--- src/rtl/deser_pkg.sv ---
// Shared types and constants for the 100 kHz serial-to-parallel stage.
package deser_pkg;

  typedef enum logic {
    COLLECT = 1'b0,
    HOLD    = 1'b1
  } state_e;

  localparam int unsigned DEFAULT_WIDTH = 8;
  localparam int unsigned DEFAULT_CNT_W = $clog2(DEFAULT_WIDTH + 1);

endpackage

--- src/rtl/deserializer_100k.sv ---
// Assembles qualified serial bits into WIDTH-bit words and holds each word
// until the consumer acknowledges it, backpressuring the source meanwhile.
module deserializer_100k
  import deser_pkg::*;
#(
  parameter int unsigned WIDTH     = DEFAULT_WIDTH,
  parameter bit          MSB_FIRST = 1'b1
) (
  input  logic             clk_100KHz,
  input  logic             reset,
  input  logic             data_in,
  input  logic             write_in,
  input  logic             ack_in,
  output logic [WIDTH-1:0] data_out,
  output logic             data_ready,
  output logic             status_out
);

  localparam int unsigned CNT_W = $clog2(WIDTH + 1);

  state_e             state_q, state_d;
  logic [CNT_W-1:0]   cnt_q, cnt_d;
  logic [WIDTH-1:0]   shift_q, shift_d;
  logic [WIDTH-1:0]   data_q, data_d;
  logic               ready_q, ready_d;
  logic               status_q, status_d;
  logic [WIDTH-1:0]   shifted;

  // Next-state and output logic
  always_comb begin
    state_d  = state_q;
    cnt_d    = cnt_q;
    shift_d  = shift_q;
    data_d   = data_q;
    ready_d  = ready_q;
    status_d = status_q;
    shifted  = MSB_FIRST ? {shift_q[WIDTH-2:0], data_in}
                         : {data_in, shift_q[WIDTH-1:1]};

    case (state_q)
      COLLECT: begin
        if (write_in) begin
          shift_d = shifted;
          if (cnt_q == CNT_W'(WIDTH - 1)) begin
            data_d   = shifted;
            ready_d  = 1'b1;
            status_d = 1'b1;
            cnt_d    = '0;
            state_d  = HOLD;
          end else begin
            cnt_d = cnt_q + CNT_W'(1);
          end
        end
      end
      HOLD: begin
        // Writes here are a source protocol error and are dropped.
        if (ack_in) begin
          ready_d  = 1'b0;
          status_d = 1'b0;
          state_d  = COLLECT;
        end
      end
      default: state_d = COLLECT;
    endcase
  end

  // State register with synchronous reset
  always_ff @(posedge clk_100KHz) begin
    if (reset) begin
      state_q  <= COLLECT;
      cnt_q    <= '0;
      shift_q  <= '0;
      data_q   <= '0;
      ready_q  <= 1'b0;
      status_q <= 1'b0;
    end else begin
      state_q  <= state_d;
      cnt_q    <= cnt_d;
      shift_q  <= shift_d;
      data_q   <= data_d;
      ready_q  <= ready_d;
      status_q <= status_d;
    end
  end

  assign data_out   = data_q;
  assign data_ready = ready_q;
  assign status_out = status_q;

endmodule

--- config.mk ---
export PLATFORM = sky130hd
export DESIGN_NAME = deserializer_100k
export DESIGN_NICKNAME = d
export VERILOG_FILES = /design/src/rtl/deser_pkg.sv /design/src/rtl/deserializer_100k.sv
export SDC_FILE = /design/constraint.sdc
export NUM_CORES = 1
export LEC_CHECK = 0
export BUFFER_PORTS_ARGS = -buffer_cell sky130_fd_sc_hd__buf_2
export CELL_PAD_IN_SITES_DETAIL_PLACEMENT = 0
export CELL_PAD_IN_SITES_GLOBAL_PLACEMENT = 1
export CORE_MARGIN = 2
export CORE_UTILIZATION = 31
export CTS_CLUSTER_DIAMETER = 50
export DETAILED_ROUTE_END_ITERATION = 6
export PLACE_DENSITY_LB_ADDON = 0.1
export SLEW_MARGIN = 20
export SYNTH_ARGS = -nofsm -noshare
export SYNTH_HDL_FRONTEND = slang
export SYNTH_SLANG_ARGS = --single-unit
--- constraint.sdc ---
create_clock -name clk_100KHz -period 2.6 [get_ports clk_100KHz]
set_input_delay 0.52 -clock clk_100KHz [delete_from_list [all_inputs] [get_ports clk_100KHz]]
set_output_delay 0.52 -clock clk_100KHz [all_outputs]
set_load 0.005 [all_outputs]
## Word level (Yosys, flattened, before mapping)

Index checks and enable logic that the tools add are counted.
Widths: inputs -> output; s select.

| storage, ports and cells | value |
|---|---|
| register bits after elaboration | 21 |
| latch bits | 0 |
| word-level logic and storage cells | 23 |
| memories | 0 |
| bits in read-only memories | 0 |
| memory bits (writable) | 0 |

| cells by class | value |
|---|---|
| mux-type cells | 9 |
| bitwise gates (word level) | 1 |
| add/subtract/negate cells | 1 |
| magnitude comparators | 0 |
| divide/modulo/power cells | 0 |
| eq/ne operators | 4 |
| shift operators | 0 |
| reductions and logical operators | 3 |
| $mul | 0 |

Operator list:

| operator | count |
|---|---|
| $mux 1 | 6 |
| $ne 2x2->1 const B | 3 |
| $reduce_and 3->1 | 2 |
| $add 4x1->4 const B | 1 |
| $eq 4x3->1 const B | 1 |
| $mux 4 | 1 |
| $pmux 1 s2 | 2 |
| $reduce_and 2->1 | 1 |
| $not 1->1 | 1 |

## Longest topological paths before layout

| logic depth | value |
|---|---|
| depth in word-level cells | 4 |
| depth in mapped cells | 5 |
| gate-level depth less buffers | 4 |

## Worst setup path after synthesis

OpenSTA, ideal clock, no wires.

| timing | value |
|---|---|
| path kind | input to register |
| from | in reset |
| to | reg cnt_q[2] |
| buffers on the path | 2 |
| cell stages on the path | 3 |
| setup time | 0.129 ns |
| slack | 1.355 ns |
| required time | 2.471 ns |
| arrival | 1.116 ns |
| cell sequence | clkbuf_1 -> clkbuf_1 -> nor2_1 |

RTL lines:

| item | RTL line | text |
|---|---|---|
| start, declared | deserializer_100k.sv:10 | `input logic reset,` |
| end signal, assigned | deserializer_100k.sv:78 | `cnt_q <= cnt_d;` |
| end, declared | deserializer_100k.sv:22 | `logic [CNT_W-1:0] cnt_q, cnt_d;` |

No word-level cell between the ends.

## Worst setup path after layout

| timing | value |
|---|---|
| from | reg cnt_q[0] |
| to | reg data_q[1] (netlist: data_out[1]) |

| on the way | value |
|---|---|
| word-level cells in the longest chain between the ends | 2 |

Ends and longest elaborated chain:

| item | RTL line | text |
|---|---|---|
| $eq 4x3->1 | deserializer_100k.sv:44 | `if (cnt_q == CNT_W'(WIDTH - 1)) begin` |
| $reduce_and 3->1 (no source line) | - |  |
| end signal, assigned | deserializer_100k.sv:80 | `data_q <= data_d;` |
| end, declared | deserializer_100k.sv:24 | `logic [WIDTH-1:0] data_q, data_d;` |

No other way between the ends.
A chain may end at the register's enable or synchronous reset.

==> out/metrics.csv <==
metric,value,unit
Antenna diodes,0,
Max VDD drop,0.237,mV
P&R area growth vs syn,11.4,%
site row count,19,
Netlist cell types,23,
final WL,1.51,mm
number of warning messages in the yosys log,0,
CTS max path bufs,2,
# Max-Cap Violations,0,
final-report max-slew violation count,0,
number of global-route vias before repair,597,
Mapped Area,887,µm²
die area,3310,µm²
Routed Antenna Nets,0,
share of layout cells above drive strength 1,22.2,%
Setup Skew,0.00386,ns
RSZ-0062 raised after global routing,false,
Synth Net Count,102,
Leak,0.000358,µW
status,"finished, final reports clean",
final setup fails,0,
pwr dens,527,nW/µm²
"Slowest-stage cell, CP",dfxtp_1,
# hold bufs at CTS,0,
Seq cells post-synth,21,
global-route wire length before repair,2.72,mm
GRT Overall Usage,10.8,%
Final nets,115,
post-layout util,36.2,%
Bufs and invs on worst path,1,
Crit Path Category,flip-flop to flip-flop,
final hold viol count,0,
Tmin final,1.32,ns
Worst path depth,5,
Max stage delay on crit path,0.40,ns
worst-path cell chain,ha_1 -> nand2_1 -> nor3_1 -> buf_4 -> mux2i_1,
cts bufs inserted,3,
starting density of the core,32.4,%
initial antenna violation count,0,
DR DRC count,0,
"Clk Latency, worst-skew pair",0.30,ns
vias,646,
DRT iter0 DRCs,13,
final period utilization,50.6,%
"most common cell after layout, fill and taps aside",dfxtp_1,
hpwl dp,976,µm
worst slew pin tran,0.456,ns
Crit. End Element,flip-flop,
clock-pin slew on the worst setup and hold paths,0.13,ns
die width,57.5,µm
synthesized instance count,96,
"Max FO, Critical Path",9,
Relative slew margins,69.6,%
number of clock sinks,21,
vias per cell,4.65,
most frequent cells in the layout,"21 x dfxtp_1, 19 x nand2_1, 16 x nand2b_1",
clock root buffer,clkbuf_4,
HP Class,primary input to flip-flop,
"delay-heaviest family, CP",flip-flops,
post-CTS setup buffer count,0,
grt total ovfl,0,
WP data arrival,1.56,ns
Initial DRT Pass Iterations,3,
fmax,760,MHz
Max H-tree Level,1,
GPL Wtd Cong,0.692,
WL per Instance,10.8,µm
port bufs,14,
Die H,57.5,µm
CTS tree,yes,
syn avg cell area,9.24,µm²
Critical Path RT,2.84,ns
post-synthesis sequential area ratio,47.4,%
setup tns final,0,ns
"reg-to-reg slack, setup",1.28,ns
largest net degree at the start of global routing,30,
Worst Reg-to-Reg Cells,5,
hold depth,3,
crit path launch type,flip-flop,
Top Ports,15,
core box area,2730,µm²
post_cts resized,0,
[area by class of cell]
cell class	count	area (µm²)
fillers	291	1750
multi-input cells	68	424
flip-flops and latches	21	420
repair buffers	15	77.6
well taps	31	38.8
clock buffers	3	22.5
clock inverters	1	5.00
[power breakdown]
group | switching (µW) | total [µW] | leakage [µW] | internal (µW)
sequential | 4.00 | 331 | 0.000170 | 327
combinational | 16.6 | 29.1 | 0.000171 | 12.4
clock | 104 | 162 | 0.0000177 | 57.3
[worst register-to-register path, delay by kind of cell (launching register included)]
| kind | cells | cell delay [ns] |
|---|---|---|
| buffers and inverters | 1 | 0.23 |
| adder cells (fa/ha/maj) | 1 | 0.21 |
| multiplexers | 1 | 0.20 |
| AND/OR/NAND/NOR | 2 | 0.21 |
| flip-flops | 1 | 0.40 |
[layer usage]
metal  vias up  global-route usage [%]  part of all wire (%)
li1        335                       -                     -
met1       301                    14.0                    47
met2         8                    16.2                    49
met3         2                    2.04                   3.3
met4         0                    6.98                   1.2
met5         -                       0                     0
[through the flow]
step,area [µm²],power (µW),setup WS (ns),std cells,hold WS [ns]
after floorplan,887,361,1.36,96,0.437
after CTS,988,532,1.26,139,0.455
after detailed placement,961,368,1.15,135,0.449
final,988,521,1.28,139,0.459
after global routing,988,553,1.14,139,0.472
after global placement,961,367,1.17,135,0.454
[sequential cells by signal (all words and copies together) (netlist names)]
name and cells:
data_out 8, shift_q 7, cnt_q 4, state_q 1, status_out 1
[kinds of logic after synthesis]
| group | count (synthesis) | synth area share [%] |
|---|---|---|
| AOI/OAI and AO/OA | 12 | 7.62 |
| xor gates and xnor gates | 2 | 1.97 |
| adders and majority gates | 1 | 1.41 |
| buffers and inverters | 7 | 4.79 |
| DFF | 21 | 47.4 |
| muxes | 8 | 9.03 |
| and+or+nand+nor | 45 | 27.8 |
[final timing paths]
check        startpoint           to
max            cnt_q[0]  data_out[1]
min             data_in   shift_q[0]
max reg2reg    cnt_q[0]  data_out[1]
min reg2reg  shift_q[6]   shift_q[6]
[cell usage after synthesis]
master / number / area, µm²
clkbuf_1: 3 / 11.3
nor3_1: 2 / 10.0
xor2_1: 1 / 8.76
mux2i_1: 8 / 80.1
buf_2: 1 / 5.00
and2b_2: 1 / 8.76
or4_1: 1 / 7.51
nor2_1: 1 / 3.75
nand2b_1: 16 / 100
buf_6: 1 / 11.3
xnor2_1: 1 / 8.76
o21ai_0: 1 / 5.00
or3_4: 1 / 11.3
ha_1: 1 / 12.5
or2b_1: 1 / 7.51
dfxtp_1: 21 / 420
nand2b_4: 1 / 13.8
a21oi_2: 2 / 17.5
nand3b_1: 1 / 7.51
buf_4: 2 / 15.0
a21oi_1: 9 / 45.0
nand2_1: 19 / 71.3
nand3_1: 1 / 5.00
(Power assumes the default switching activity.)
